--- config.mk ---
export PLATFORM = sky130hd
export DESIGN_NAME = seq_divider
export DESIGN_NICKNAME = d
export VERILOG_FILES = /design/src/rtl/seq_divider.sv
export SDC_FILE = /design/constraint.sdc
export NUM_CORES = 1
export LEC_CHECK = 0
export ABC_AREA = 1
export CAP_MARGIN = 20
export CORE_UTILIZATION = 45
export CTS_CLUSTER_SIZE = 24
export DETAILED_ROUTE_END_ITERATION = 8
export PLACE_DENSITY = 0.7
export SLEW_MARGIN = 20
export SYNTH_ARGS = -nofsm -noshare
export SYNTH_HDL_FRONTEND = slang
export SYNTH_SLANG_ARGS = --single-unit
--- constraint.sdc ---
create_clock -name clk -period 7.04 [get_ports clk]
set_clock_uncertainty 0.2 [all_clocks]
set_input_delay 2.112 -clock clk [delete_from_list [all_inputs] [get_ports clk]]
set_output_delay 2.112 -clock clk [all_outputs]
set_load 0.01 [all_outputs]
--- src/rtl/seq_divider.sv ---
// seq_divider: iterative unsigned restoring divider, one quotient bit per clock.
//
// Ports
//   clk          rising-edge clock
//   rst          asynchronous, active-high reset
//   start        request; accepted in IDLE or DONE, ignored while busy
//   dividend     numerator, sampled only on the accepting edge
//   divisor      denominator, sampled only on the accepting edge
//   busy         high while iterating
//   done         one-cycle completion pulse
//   quotient     result quotient, held until the next completion
//   remainder    result remainder, held until the next completion
//   div_by_zero  set when the most recent completed operation had divisor == 0
//
// A non-zero divide takes WIDTH iterations after the accepting edge, then one
// DONE cycle in which a new start may be accepted. A zero divisor completes
// on the accepting edge itself and never raises busy.

module seq_divider #(
    parameter int unsigned WIDTH = 16
) (
    input  logic             clk,
    input  logic             rst,
    input  logic             start,
    input  logic [WIDTH-1:0] dividend,
    input  logic [WIDTH-1:0] divisor,
    output logic             busy,
    output logic             done,
    output logic [WIDTH-1:0] quotient,
    output logic [WIDTH-1:0] remainder,
    output logic             div_by_zero
);

    localparam int unsigned CntW = (WIDTH > 1) ? $clog2(WIDTH) : 1;
    localparam logic [CntW-1:0] LastCnt = CntW'(WIDTH - 1);

    typedef enum logic [1:0] {
        StIdle,
        StRun,
        StDone
    } state_e;

    state_e state_q, state_d;

    // The partial remainder is always strictly less than the divisor once an
    // iteration commits, so its top bit is provably zero and only the low
    // WIDTH bits are stored. The trial subtraction is still WIDTH+1 wide.
    logic [WIDTH-1:0] p_q, p_d;
    logic [WIDTH-1:0] q_q, q_d;
    logic [WIDTH-1:0] div_q, div_d;
    logic [CntW-1:0]  cnt_q, cnt_d;

    logic [WIDTH-1:0] quot_q, quot_d;
    logic [WIDTH-1:0] rem_q, rem_d;
    logic             dz_q, dz_d;

    logic [WIDTH:0]   shifted;
    logic [WIDTH:0]   trial;

    // Shift the next dividend bit into the partial remainder and try to
    // subtract the divisor; a clear sign bit means the subtraction fits.
    always_comb begin
        shifted = {p_q, q_q[WIDTH-1]};
        trial   = shifted - {1'b0, div_q};
    end

    always_comb begin
        state_d = state_q;
        p_d     = p_q;
        q_d     = q_q;
        div_d   = div_q;
        cnt_d   = cnt_q;
        quot_d  = quot_q;
        rem_d   = rem_q;
        dz_d    = dz_q;

        unique case (state_q)
            StIdle, StDone: begin
                if (start) begin
                    div_d = divisor;
                    q_d   = dividend;
                    p_d   = '0;
                    cnt_d = '0;
                    if (divisor == '0) begin
                        // Resolved immediately; no iterations are run.
                        quot_d  = '1;
                        rem_d   = dividend;
                        dz_d    = 1'b1;
                        state_d = StDone;
                    end else begin
                        state_d = StRun;
                    end
                end else begin
                    state_d = StIdle;
                end
            end

            StRun: begin
                if (!trial[WIDTH]) begin
                    p_d = trial[WIDTH-1:0];
                    q_d = {q_q[WIDTH-2:0], 1'b1};
                end else begin
                    p_d = shifted[WIDTH-1:0];
                    q_d = {q_q[WIDTH-2:0], 1'b0};
                end
                cnt_d = cnt_q + CntW'(1);
                if (cnt_q == LastCnt) begin
                    quot_d  = q_d;
                    rem_d   = p_d;
                    dz_d    = 1'b0;
                    cnt_d   = '0;
                    state_d = StDone;
                end
            end

            default: begin
                state_d = StIdle;
            end
        endcase
    end

    always_ff @(posedge clk or posedge rst) begin
        if (rst) begin
            state_q <= StIdle;
            p_q     <= '0;
            q_q     <= '0;
            div_q   <= '0;
            cnt_q   <= '0;
            quot_q  <= '0;
            rem_q   <= '0;
            dz_q    <= 1'b0;
        end else begin
            state_q <= state_d;
            p_q     <= p_d;
            q_q     <= q_d;
            div_q   <= div_d;
            cnt_q   <= cnt_d;
            quot_q  <= quot_d;
            rem_q   <= rem_d;
            dz_q    <= dz_d;
        end
    end

    // busy and done decode straight from the state register, so they are
    // glitch-free and mutually exclusive by construction.
    always_comb begin
        busy        = (state_q == StRun);
        done        = (state_q == StDone);
        quotient    = quot_q;
        remainder   = rem_q;
        div_by_zero = dz_q;
    end

endmodule

==> run_summary.xml, run 1 <==
<?xml version="1.0" encoding="UTF-8"?>
<metrics>
  <group name="die">
    <metric name="dieHeight" unit="um">110.2</metric>
    <metric name="die_width" unit="um">110.2</metric>
    <metric name="fp.coreArea" unit="um^2">11420</metric>
    <metric name="initial_core_util" unit="">0.4611</metric>
    <metric name="die_outline_area" unit="um^2">12140</metric>
    <metric name="placementRows" unit="">39</metric>
    <metric name="floorplan.io_pins" unit="">70</metric>
  </group>
  <group name="synthesis">
    <metric name="postSynthCellCount" unit="">709</metric>
    <metric name="syn_area_per_cell" unit="um^2">7.426</metric>
    <metric name="netlist.area_leader.share" unit="">0.4135</metric>
    <metric name="yosys.area.top_type" unit="">sky130_fd_sc_hd__dfrtp_1</metric>
    <metric name="yosys_register_bits" unit="">87</metric>
    <metric name="synthesis.nets" unit="">762</metric>
    <metric name="synth_enable_flop_cells" unit="">0</metric>
    <metric name="synth_ff_type" unit="">sky130_fd_sc_hd__dfrtp_1</metric>
    <metric name="synth.top_cells.by_area" unit="">sky130_fd_sc_hd__dfrtp_1 (41%), sky130_fd_sc_hd__nand2_1 (13%), sky130_fd_sc_hd__inv_1 (8.4%)</metric>
    <metric name="ys.warnings.count" unit="">0</metric>
    <metric name="synth_seq_area_share" unit="">0.4135</metric>
    <metric name="synth.cell_area" unit="um^2">5265</metric>
    <metric name="synth_cell_types" unit="">32</metric>
    <metric name="share_of_flip_flops_with_an_asynchronous_set_or_reset" unit="">1.000</metric>
  </group>
  <group name="cts">
    <metric name="numCtsBuffers" unit="">9</metric>
    <metric name="cts_setup_buffers" unit="">0</metric>
    <metric name="cts_hold_buf" unit="">0</metric>
    <metric name="cts.reportedPaths.clkPinSlew" unit="ns">0.07</metric>
    <metric name="root_buffer" unit="">sky130_fd_sc_hd__clkbuf_16</metric>
    <metric name="cts.repair.resized" unit="">0</metric>
    <metric name="clock_tree.buffer_depth" unit="">2</metric>
    <metric name="cts_sinks" unit="">87</metric>
    <metric name="clk_latency" unit="ns">0.34</metric>
    <metric name="number_of_levels_the_h_tree_was_split_into" unit="">3</metric>
    <metric name="cts_tree" unit="">done</metric>
  </group>
  <group name="power_and_ir_drop">
    <metric name="ir_worst_vdd" unit="V">0.0002186</metric>
    <metric name="pwr-share-comb" unit="">0.587</metric>
    <metric name="switchingPower" unit="mW">1.622</metric>
    <metric name="leakage_power_total" unit="nW">3.274</metric>
    <metric name="share_clk_of_total_power" unit="">0.146</metric>
    <metric name="power-per-cell-area" unit="nW/um^2">542.0</metric>
    <metric name="sequentialPowerShare" unit="">0.267</metric>
    <metric name="switching_share" unit="">0.4708</metric>
    <metric name="internal_power_of_the_cells" unit="mW">1.823</metric>
  </group>
  <group name="worst_setup_path">
    <metric name="timing.critical_path.fanout_max" unit="">57</metric>
    <metric name="timing.reg2reg.worst_path_depth" unit="">9</metric>
    <metric name="cp_slowest_cell" unit="">sky130_fd_sc_hd__clkdlybuf4s50_1</metric>
    <metric name="worstReg2RegEnd" unit="">cnt_q[1]$_DFFE_PP0P_</metric>
    <metric name="worst_setup_path_start_kind" unit="">flop</metric>
    <metric name="sequence_of_cells_on_the_critical_path" unit="">inv_1, nor2_4, buf_4, clkdlybuf4s50_1</metric>
    <metric name="worstReg2RegStart" unit="">state_q[0]$_DFFE_PP0N_</metric>
    <metric name="worstSetupPathType" unit="">flop to output port</metric>
    <metric name="crit_arrival" unit="ns">2.11</metric>
    <metric name="cpPeakStageDelay" unit="ns">0.66</metric>
    <metric name="reg2reg_setup_slack" unit="ns">3.78</metric>
    <metric name="cp_data_required_time" unit="ns">4.73</metric>
    <metric name="setup.worst_path.end_class" unit="">output port</metric>
  </group>
  <group name="sta">
    <metric name="fmax" unit="MHz">226.1</metric>
    <metric name="timing_max_transition_violations_final" unit="">0</metric>
    <metric name="fin_crit_sh" unit="">0.6283</metric>
    <metric name="unrepaired_setup_endpoints_after_global_routing" unit="">false</metric>
    <metric name="timing.slew.headroom" unit="">0.4960</metric>
    <metric name="worst_pin_slew" unit="ns">0.7560</metric>
    <metric name="setup-tns-final" unit="ns">0</metric>
    <metric name="hold_violations_final" unit="">0</metric>
    <metric name="final-setup-viol-count" unit="">0</metric>
    <metric name="finalCriticalPeriod" unit="ns">4.423</metric>
  </group>
  <group name="hold_path">
    <metric name="worstHoldEndpoint" unit="">div_q[9]$_DFFE_PP0P_</metric>
    <metric name="min_delay_path_depth" unit="">2</metric>
    <metric name="hold_path.class" unit="">flop to flop</metric>
    <metric name="worstHoldStart" unit="">div_q[9]$_DFFE_PP0P_</metric>
  </group>
  <group name="final_layout">
    <metric name="finalNonFillerCells" unit="">916</metric>
    <metric name="final_layout_size_suffix_gt1_frac" unit="">0.1087</metric>
    <metric name="num_antenna_cells" unit="">0</metric>
    <metric name="synthToLayoutAreaGrowth" unit="%">20.72</metric>
    <metric name="nNetsFinal" unit="">821</metric>
  </group>
  <group name="global_routing">
    <metric name="grt_usage" unit="">0.2230</metric>
    <metric name="grt_pass1_vias" unit="">4516</metric>
    <metric name="grt_max_degree" unit="">61</metric>
    <metric name="grt_pass1_wl" unit="um">20820</metric>
    <metric name="number_of_antenna_violations_at_the_first_check_in_global_routing" unit="">0</metric>
    <metric name="global_route.overflow_total" unit="">0</metric>
  </group>
  <group name="run">
    <metric name="drv_cap" unit="">0</metric>
  </group>
  <group name="route">
    <metric name="avgViaCountPerCell" unit="">4.956</metric>
    <metric name="detailedRoute.firstIterationViolations" unit="">313</metric>
    <metric name="antenna_left" unit="">0</metric>
    <metric name="detail_route.drc_violations" unit="">0</metric>
    <metric name="avgRoutedWirePerCell" unit="um">13.29</metric>
    <metric name="vias" unit="">4540</metric>
    <metric name="detail_route.wirelength" unit="um">12170</metric>
    <metric name="drt_pass1_iterations" unit="">5</metric>
  </group>
  <group name="placement">
    <metric name="placed_cells_incl_taps" unit="">899</metric>
    <metric name="routability_congestion_estimate_from_global_placement" unit="">0.8508</metric>
    <metric name="place_hpwl" unit="um">8978</metric>
    <metric name="io_buffers" unit="">69</metric>
  </group>
  <group name="status">
    <metric name="status" unit="">completed</metric>
  </group>
</metrics>
synthesized netlist by cell type, drive strengths merged, types with 8 or more instances:
| library cell | number |
|---|---|
| nand3 | 84 |
| o21ai | 60 |
| xor2 | 8 |
| or2 | 18 |
| dfrtp | 87 |
| nor2 | 65 |
| nand2 | 194 |
| ha | 17 |
| inv | 118 |
| clkbuf | 16 |
| buf | 11 |
| a21oi | 8 |
stage by stage:
stage	cell area [um^2]	power, mW	setup slack [ns]	hold WS, ns	util
final	6356	3.445	2.617	0.2837	0.5567
after global routing	6356	3.802	2.513	0.3104	0.5567
after CTS	6341	3.457	2.605	0.2885	0.5553
after detailed placement	6030	2.939	2.374	0.2727	0.5281
after global placement	6030	2.885	2.455	0.2665	0.5281
after floorplan	5265	2.416	2.478	0.2530	-
flip-flops by register name, summed over array words and instances, names as in the netlist:
| name | count |
|---|---|
| div_by_zero | 1 |
| div_q | 16 |
| cnt_q | 4 |
| state_q | 2 |
| remainder | 16 |
| p_q | 16 |
| quotient | 16 |
| q_q | 16 |
critical path: cells and delay by family (launching register included):
| kind | cells | cell delay (ns) |
|---|---|---|
| buf+inv | 3 | 1.31 |
| flops | 1 | 0.36 |
| simple gates | 1 | 0.08 |
layout make-up:
cell class / instances / area [um^2]
timing repair buffer: 75 / 743.2
multi-input combinational: 475 / 2494
sequential: 87 / 2177
clock inverter: 6 / 72.57
fill: 1086 / 5062
inverter: 120 / 451.7
clock buffer: 10 / 239.0
tap: 143 / 178.9
worst max path at each step:
stage	startpoint	end	slack [ns]	depth (start not counted)
2_1_floorplan	rst	cnt_q[0]$_DFFE_PP0P_	2.48	1
3_3_place_gp	divisor[13]	remainder[2]$_DFFE_PP0P_	2.45	12
3_5_place_dp	divisor[10]	remainder[8]$_DFFE_PP0P_	2.37	12
4_1_cts	state_q[0]$_DFFE_PP0N_	busy	2.60	4
5_1_grt	divisor[1]	remainder[7]$_DFFE_PP0P_	2.51	12
6_report	state_q[0]$_DFFE_PP0N_	busy	2.62	4
logic make-up after synthesis:
| group | synth area share |
|---|---|
| fa+ha+maj | 0.04420 |
| xor+xnor | 0.01497 |
| compound gates | 0.07628 |
| buf+inv | 0.1138 |
| simple gates | 0.3372 |
| flops | 0.4135 |
placed cells by master (no fill, tap or decap), types with 3 or more instances in the layout:
cell type / n
sky130_fd_sc_hd__buf_4: 5
sky130_fd_sc_hd__or2_2: 17
sky130_fd_sc_hd__inv_1: 117
sky130_fd_sc_hd__nand4_1: 7
sky130_fd_sc_hd__dfrtp_1: 87
sky130_fd_sc_hd__clkbuf_16: 9
sky130_fd_sc_hd__xor2_1: 8
sky130_fd_sc_hd__inv_6: 3
sky130_fd_sc_hd__nand3_1: 56
sky130_fd_sc_hd__o21ai_0: 60
sky130_fd_sc_hd__nand3_2: 28
sky130_fd_sc_hd__ha_1: 17
sky130_fd_sc_hd__nand2_2: 8
sky130_fd_sc_hd__and2_1: 4
sky130_fd_sc_hd__clkdlybuf4s50_1: 69
sky130_fd_sc_hd__nand2_1: 184
sky130_fd_sc_hd__a21oi_1: 6
sky130_fd_sc_hd__nor2_1: 61
sky130_fd_sc_hd__nor2_4: 3
routing by layer:
layer  GRT usage  wire [um]  up-vias
met5           0          0        -
met2      0.3629       5659      112
met1      0.3026       5731     2082
met4     0.07801        163        0
met3     0.03410        620       11
li1            -          -     2335
power by group through the flow:
stage / Combinational [mW] / Clock (mW) / Sequential [mW]
final: 2.02 / 0.503 / 0.920
after global routing: 2.32 / 0.534 / 0.951
after CTS: 2.02 / 0.515 / 0.920
after detailed placement: 2.01 / 0 / 0.925
after global placement: 1.97 / 0 / 0.919
after floorplan: 1.49 / 0 / 0.924
No activity file was read; power rests on OpenSTA's default activity.
==> inputs of run 2 (changes only) <==
Clock period 7.04 ns to 4.3 ns, I/O delays scaled along.
==> run_summary.xml, run 2 (synthesis results as in run 1) <==
<?xml version="1.0" encoding="UTF-8"?>
<metrics>
  <group name="sta">
    <metric name="unrepaired_setup_endpoints_after_global_routing" unit="">false</metric>
    <metric name="setup-tns-final" unit="ns">0</metric>
    <metric name="fmax" unit="MHz">335.5</metric>
    <metric name="finalCriticalPeriod" unit="ns">2.980</metric>
    <metric name="hold_violations_final" unit="">0</metric>
    <metric name="timing_max_transition_violations_final" unit="">0</metric>
    <metric name="final-setup-viol-count" unit="">0</metric>
    <metric name="fin_crit_sh" unit="">0.6931</metric>
    <metric name="hold-worst-slack" unit="ns">0.2826</metric>
    <metric name="worst_pin_slew" unit="ns">0.6994</metric>
    <metric name="timing.slew.headroom" unit="">0.5337</metric>
  </group>
  <group name="final_layout">
    <metric name="layout.cells.most_common_list" unit="">sky130_fd_sc_hd__nand2_1 (184), sky130_fd_sc_hd__inv_1 (117), sky130_fd_sc_hd__dfrtp_1 (87), sky130_fd_sc_hd__clkdlybuf4s50_1 (69), sky130_fd_sc_hd__nor2_1 (61)</metric>
    <metric name="num_antenna_cells" unit="">0</metric>
    <metric name="mostFrequentLayoutCell" unit="">sky130_fd_sc_hd__nand2_1</metric>
    <metric name="synthToLayoutAreaGrowth" unit="%">21.91</metric>
    <metric name="filler_cell_count" unit="">1080</metric>
    <metric name="final_layout_size_suffix_gt1_frac" unit="">0.1087</metric>
    <metric name="nNetsFinal" unit="">821</metric>
  </group>
  <group name="route">
    <metric name="avgRoutedWirePerCell" unit="um">13.33</metric>
    <metric name="vias" unit="">4541</metric>
    <metric name="detail_route.drc_violations" unit="">0</metric>
    <metric name="avgViaCountPerCell" unit="">4.957</metric>
    <metric name="detailedRoute.firstIterationViolations" unit="">260</metric>
    <metric name="antenna_left" unit="">0</metric>
    <metric name="drt_pass1_iterations" unit="">5</metric>
    <metric name="detail_route.wirelength" unit="um">12210</metric>
  </group>
  <group name="worst_setup_path">
    <metric name="sequence_of_cells_on_the_critical_path" unit="">inv_1, nor2_4, clkdlybuf4s50_1</metric>
    <metric name="setup.worst_path.end" unit="">busy</metric>
    <metric name="reg2reg_setup_slack" unit="ns">1.65</metric>
    <metric name="timing.critical_path.fanout_max" unit="">3</metric>
    <metric name="worst_setup_path_start_kind" unit="">flop</metric>
    <metric name="crit_arrival" unit="ns">1.49</metric>
    <metric name="cp_data_required_time" unit="ns">2.81</metric>
    <metric name="timing.critical_path.from" unit="">state_q[0]$_DFFE_PP0N_</metric>
    <metric name="setup.worst_path.end_class" unit="">output port</metric>
    <metric name="worstReg2RegStart" unit="">state_q[0]$_DFFE_PP0N_</metric>
    <metric name="timing.reg2reg.worst_path_depth" unit="">9</metric>
    <metric name="cp_slowest_cell" unit="">sky130_fd_sc_hd__clkdlybuf4s50_1</metric>
    <metric name="cpPeakStageDelay" unit="ns">0.55</metric>
    <metric name="worstSetupPathType" unit="">flop to output port</metric>
    <metric name="worstReg2RegEnd" unit="">remainder[9]$_DFFE_PP0P_</metric>
  </group>
  <group name="global_routing">
    <metric name="grt_max_degree" unit="">56</metric>
    <metric name="grt_pass1_vias" unit="">4396</metric>
    <metric name="number_of_antenna_violations_at_the_first_check_in_global_routing" unit="">0</metric>
    <metric name="global_route.overflow_total" unit="">0</metric>
    <metric name="grt_usage" unit="">0.2227</metric>
    <metric name="grt_pass1_wl" unit="um">20450</metric>
  </group>
  <group name="cts">
    <metric name="cts.reportedPaths.clkPinSlew" unit="ns">0.06</metric>
    <metric name="cts_hold_buf" unit="">0</metric>
    <metric name="clock_tree.buffer_depth" unit="">2</metric>
    <metric name="clk_latency" unit="ns">0.35</metric>
    <metric name="cts_tree" unit="">done</metric>
    <metric name="root_buffer" unit="">sky130_fd_sc_hd__clkbuf_16</metric>
    <metric name="cts_sinks" unit="">87</metric>
    <metric name="cts_setup_buffers" unit="">0</metric>
    <metric name="number_of_levels_the_h_tree_was_split_into" unit="">3</metric>
    <metric name="numCtsBuffers" unit="">9</metric>
    <metric name="cts.repair.resized" unit="">0</metric>
  </group>
  <group name="die">
    <metric name="die_outline_area" unit="um^2">12140</metric>
    <metric name="die_width" unit="um">110.2</metric>
    <metric name="floorplan.io_pins" unit="">70</metric>
    <metric name="dieHeight" unit="um">110.2</metric>
    <metric name="fp.coreArea" unit="um^2">11420</metric>
    <metric name="placementRows" unit="">39</metric>
    <metric name="initial_core_util" unit="">0.4611</metric>
  </group>
  <group name="placement">
    <metric name="place_hpwl" unit="um">8928</metric>
    <metric name="routability_congestion_estimate_from_global_placement" unit="">0.8554</metric>
    <metric name="io_buffers" unit="">69</metric>
  </group>
  <group name="power_and_ir_drop">
    <metric name="ir_worst_vdd" unit="V">0.0003721</metric>
    <metric name="leakage_power_total" unit="nW">3.301</metric>
    <metric name="power-per-cell-area" unit="nW/um^2">901.0</metric>
  </group>
  <group name="hold_path">
    <metric name="hold_path.class" unit="">flop to flop</metric>
  </group>
  <group name="status">
    <metric name="status" unit="">completed</metric>
  </group>
  <group name="run">
    <metric name="drv_cap" unit="">0</metric>
  </group>
</metrics>
run 2: cell types whose count changed in the layout (fill, tap and decap cells not counted):
cell                        change
sky130_fd_sc_hd__buf_12         +1
sky130_fd_sc_hd__buf_8          -1
sky130_fd_sc_hd__bufinv_16      +3
sky130_fd_sc_hd__clkbuf_8       -1
sky130_fd_sc_hd__clkinv_2       -1
sky130_fd_sc_hd__clkinv_4       +1
sky130_fd_sc_hd__inv_4          +1
sky130_fd_sc_hd__inv_6          -2
sky130_fd_sc_hd__inv_8          -1
run 2: final cells by class:
cell class	count	area, um^2	area share
Clock buffer	9	225.2	0.03509
Multi-Input combinational cell	475	2494	0.3885
Sequential cell	87	2177	0.3392
Tap cell	143	178.9	0.02788
Inverter	120	452.9	0.07057
Clock inverter	7	142.6	0.02222
Timing Repair Buffer	75	748.2	0.1166
run 2: where the power goes:
group	total (mW)	switching, mW	internal (mW)
sequential	1.50	0.269	1.23
combinational	3.31	2.04	1.27
clock	0.970	0.341	0.629
total	5.78	2.65	3.13
run 2: worst min path at each step:
stage	from	to	cells past startpoint
floorplan	div_q[10]$_DFFE_PP0P_	div_q[10]$_DFFE_PP0P_	2
global placement	quotient[9]$_DFFE_PP0P_	quotient[9]$_DFFE_PP0P_	2
detailed placement	quotient[4]$_DFFE_PP0P_	quotient[4]$_DFFE_PP0P_	2
CTS	quotient[4]$_DFFE_PP0P_	quotient[4]$_DFFE_PP0P_	2
global route	div_q[11]$_DFFE_PP0P_	div_q[11]$_DFFE_PP0P_	2
finish	quotient[4]$_DFFE_PP0P_	quotient[4]$_DFFE_PP0P_	2
run 2: through the flow:
step / utilization / instances / setup WS [ns] / area, um^2 / power [mW]
3_5_place_dp: 0.5298 / 900 / 0.9658 / 6050 / 4.818
2_1_floorplan: - / 709 / 0.5598 / 5265 / 3.955
5_1_grt: 0.5621 / 916 / 1.090 / 6419 / 6.350
3_3_place_gp: 0.5298 / 900 / 1.027 / 6050 / 4.729
4_1_cts: 0.5620 / 916 / 1.295 / 6417 / 5.819
6_report: 0.5621 / 916 / 1.320 / 6419 / 5.783
run 2: worst max-delay path, delay by kind of cell (launching register included):
kind	cells	cell delay, ns
buf+inv	2	0.65
flops	1	0.36
simple gates	1	0.13
run 2: routing by layer:
layer  routed length [um]  GRT usage  share of wire  up-vias
li1                     -          -              -     2330
met4                  211    0.07425          0.017        0
met3                  729    0.04468          0.060       18
met2                 5521     0.3652           0.45      117
met1                 5746     0.2943           0.47     2076
met5                    0          0              0        -
==> inputs of run 3 (changes only) <==
Clock period 4.3 ns to 2.9 ns, I/O delays scaled along.
==> run_summary.xml, run 3 (synthesis results as in run 1) <==
<?xml version="1.0" encoding="UTF-8"?>
<metrics>
  <group name="die">
    <metric name="dieHeight" unit="um">110.2</metric>
    <metric name="floorplan.io_pins" unit="">70</metric>
    <metric name="die_outline_area" unit="um^2">12140</metric>
    <metric name="initial_core_util" unit="">0.4611</metric>
    <metric name="placementRows" unit="">39</metric>
    <metric name="die_width" unit="um">110.2</metric>
    <metric name="fp.coreArea" unit="um^2">11420</metric>
  </group>
  <group name="worst_setup_path">
    <metric name="family_with_the_most_delay_on_the_worst_path" unit="">simple AND/OR/NAND/NOR gates</metric>
    <metric name="cp_slowest_cell" unit="">sky130_fd_sc_hd__fa_1</metric>
    <metric name="setup.worst_path.end_class" unit="">flop</metric>
    <metric name="worstSetupPathType" unit="">flop to flop</metric>
    <metric name="timing.critical_path.fanout_max" unit="">16</metric>
    <metric name="cp_data_required_time" unit="ns">2.98</metric>
    <metric name="crit_arrival" unit="ns">2.71</metric>
    <metric name="cpPeakStageDelay" unit="ns">0.42</metric>
    <metric name="sequence_of_cells_on_the_critical_path" unit="">inv_1, ha_1, inv_1, fa_1, nand2_1, nand2_1, nand3_2, nand2_2, nand2_2, nand3_1, nand2_4, nand3_1, nand3_2, nand2_1, inv_1</metric>
    <metric name="worst_setup_path_start_kind" unit="">flop</metric>
    <metric name="worst-path-buf-inv" unit="">3</metric>
  </group>
  <group name="global_routing">
    <metric name="number_of_antenna_violations_at_the_first_check_in_global_routing" unit="">0</metric>
    <metric name="global_route.overflow_total" unit="">0</metric>
    <metric name="grt_pass1_wl" unit="um">20960</metric>
    <metric name="grt_pass1_vias" unit="">4373</metric>
    <metric name="grt_max_degree" unit="">88</metric>
    <metric name="grt_usage" unit="">0.2259</metric>
  </group>
  <group name="sta">
    <metric name="timing.slew.headroom" unit="">0.5612</metric>
    <metric name="hold_violations_final" unit="">0</metric>
    <metric name="unrepaired_setup_endpoints_after_global_routing" unit="">false</metric>
    <metric name="worst_pin_slew" unit="ns">0.6582</metric>
    <metric name="finalCriticalPeriod" unit="ns">2.630</metric>
    <metric name="worst_slack" unit="ns">0.2701</metric>
    <metric name="timing_max_transition_violations_final" unit="">0</metric>
    <metric name="fin_crit_sh" unit="">0.9069</metric>
    <metric name="setup-tns-final" unit="ns">0</metric>
    <metric name="fmax" unit="MHz">380.2</metric>
    <metric name="final-setup-viol-count" unit="">0</metric>
  </group>
  <group name="placement">
    <metric name="io_buffers" unit="">69</metric>
    <metric name="routability_congestion_estimate_from_global_placement" unit="">0.8049</metric>
    <metric name="place_hpwl" unit="um">9427</metric>
    <metric name="place_ws" unit="ns">0.08494</metric>
  </group>
  <group name="cts">
    <metric name="cts.repair.resized" unit="">0</metric>
    <metric name="number_of_levels_the_h_tree_was_split_into" unit="">3</metric>
    <metric name="cts.reportedPaths.clkPinSlew" unit="ns">0.06</metric>
    <metric name="clock_tree.buffer_depth" unit="">2</metric>
    <metric name="clk_latency" unit="ns">0.34</metric>
    <metric name="numCtsBuffers" unit="">9</metric>
    <metric name="cts_sinks" unit="">87</metric>
    <metric name="root_buffer" unit="">sky130_fd_sc_hd__clkbuf_16</metric>
    <metric name="cts_hold_buf" unit="">0</metric>
    <metric name="cts_setup_buffers" unit="">0</metric>
    <metric name="cts_tree" unit="">done</metric>
  </group>
  <group name="route">
    <metric name="avgRoutedWirePerCell" unit="um">13.60</metric>
    <metric name="vias" unit="">4579</metric>
    <metric name="antenna_left" unit="">0</metric>
    <metric name="detailedRoute.firstIterationViolations" unit="">300</metric>
    <metric name="drt_pass1_iterations" unit="">4</metric>
    <metric name="detail_route.drc_violations" unit="">0</metric>
    <metric name="avgViaCountPerCell" unit="">4.966</metric>
    <metric name="detail_route.wirelength" unit="um">12540</metric>
  </group>
  <group name="hold_path">
    <metric name="hold_path.class" unit="">flop to flop</metric>
  </group>
  <group name="final_layout">
    <metric name="final_layout_size_suffix_gt1_frac" unit="">0.1142</metric>
    <metric name="postLayoutCoreUtil" unit="">0.5603</metric>
    <metric name="filler_cell_count" unit="">1101</metric>
    <metric name="mostFrequentLayoutCell" unit="">sky130_fd_sc_hd__nand2_1</metric>
    <metric name="synthToLayoutAreaGrowth" unit="%">21.51</metric>
    <metric name="num_antenna_cells" unit="">0</metric>
    <metric name="layout.cells.most_common_list" unit="">sky130_fd_sc_hd__nand2_1 (184), sky130_fd_sc_hd__inv_1 (117), sky130_fd_sc_hd__dfrtp_1 (87), sky130_fd_sc_hd__clkdlybuf4s50_1 (69), sky130_fd_sc_hd__nor2_1 (61)</metric>
    <metric name="nNetsFinal" unit="">829</metric>
  </group>
  <group name="power_and_ir_drop">
    <metric name="internal_power_of_the_cells" unit="mW">4.428</metric>
    <metric name="pwr-share-comb" unit="">0.601</metric>
    <metric name="ir_worst_vdd" unit="V">0.0004876</metric>
    <metric name="switchingPower" unit="mW">3.955</metric>
    <metric name="leakage_power_total" unit="nW">3.292</metric>
    <metric name="switching_share" unit="">0.4718</metric>
    <metric name="share_clk_of_total_power" unit="">0.132</metric>
    <metric name="power-per-cell-area" unit="nW/um^2">1310</metric>
    <metric name="sequentialPowerShare" unit="">0.267</metric>
  </group>
  <group name="status">
    <metric name="status" unit="">completed</metric>
  </group>
  <group name="run">
    <metric name="drv_cap" unit="">0</metric>
  </group>
</metrics>
-- run 3: metal layers --
metal / vias up / share of wire / track usage
met3: 16 / 0.038 / 0.02704
met1: 2109 / 0.48 / 0.3117
met4: 0 / 0.015 / 0.07801
li1: 2341 / - / -
met5: - / 0 / 0
met2: 113 / 0.46 / 0.3679
-- run 3: through the flow --
stage / total power [mW] / hold slack, ns / instance area, um^2 / cells
global placement: 7.132 / 0.2644 / 6125 / 908
finish: 8.383 / 0.2842 / 6397 / 922
global route: 9.220 / 0.2966 / 6397 / 922
detailed placement: 7.280 / 0.2739 / 6125 / 908
CTS: 8.408 / 0.2877 / 6397 / 922
floorplan: 5.865 / 0.2530 / 5269 / 709
-- run 3: worst register-to-register path, cell delays in order (launching register included) --
cell                      delay [ns]
sky130_fd_sc_hd__dfrtp_1        0.41
sky130_fd_sc_hd__inv_1          0.07
sky130_fd_sc_hd__ha_1           0.14
sky130_fd_sc_hd__inv_1          0.08
sky130_fd_sc_hd__fa_1           0.42
sky130_fd_sc_hd__nand2_1        0.11
sky130_fd_sc_hd__nand2_1        0.09
sky130_fd_sc_hd__nand3_2        0.09
sky130_fd_sc_hd__nand2_2        0.08
sky130_fd_sc_hd__nand2_2        0.09
sky130_fd_sc_hd__nand3_1        0.12
sky130_fd_sc_hd__nand2_4        0.24
sky130_fd_sc_hd__nand3_1        0.19
sky130_fd_sc_hd__nand3_2        0.14
sky130_fd_sc_hd__nand2_1        0.06
sky130_fd_sc_hd__inv_1          0.04
-- run 3: area by class of cell --
| type | instances | area (um^2) | area share |
|---|---|---|---|
| clock buffer | 12 | 256.5 | 0.04009 |
| inverter | 120 | 454.2 | 0.07100 |
| multi-input combinational | 475 | 2494 | 0.3898 |
| tap | 143 | 178.9 | 0.02797 |
| clock inverter | 2 | 16.27 | 0.002543 |
| sequential | 87 | 2177 | 0.3403 |
| timing repair buffer | 83 | 820.8 | 0.1283 |
-- run 3: final timing paths --
path | startpoint | slack [ns] | cells after the start | endpoint
max | q_q[15]$_DFFE_PP0P_ | 0.27 | 15 | remainder[9]$_DFFE_PP0P_
min | quotient[5]$_DFFE_PP0P_ | 0.28 | 2 | quotient[5]$_DFFE_PP0P_
max reg2reg | q_q[15]$_DFFE_PP0P_ | 0.27 | 15 | remainder[9]$_DFFE_PP0P_
min reg2reg | quotient[5]$_DFFE_PP0P_ | 0.28 | 2 | quotient[5]$_DFFE_PP0P_
max in group asynchronous | rst | 1.32 | 3 | div_q[11]$_DFFE_PP0P_
min in group asynchronous | rst | 0.81 | 3 | quotient[2]$_DFFE_PP0P_
-- run 3: power groups by stage --
stage | clock network (mW) | logic [mW] | registers [mW]
after global placement | 0 | 4.91 | 2.23
after detailed placement | 0 | 5.03 | 2.25
after global routing | 1.18 | 5.73 | 2.31
after CTS | 1.12 | 5.05 | 2.24
after floorplan | 0 | 3.62 | 2.24
final | 1.11 | 5.04 | 2.24
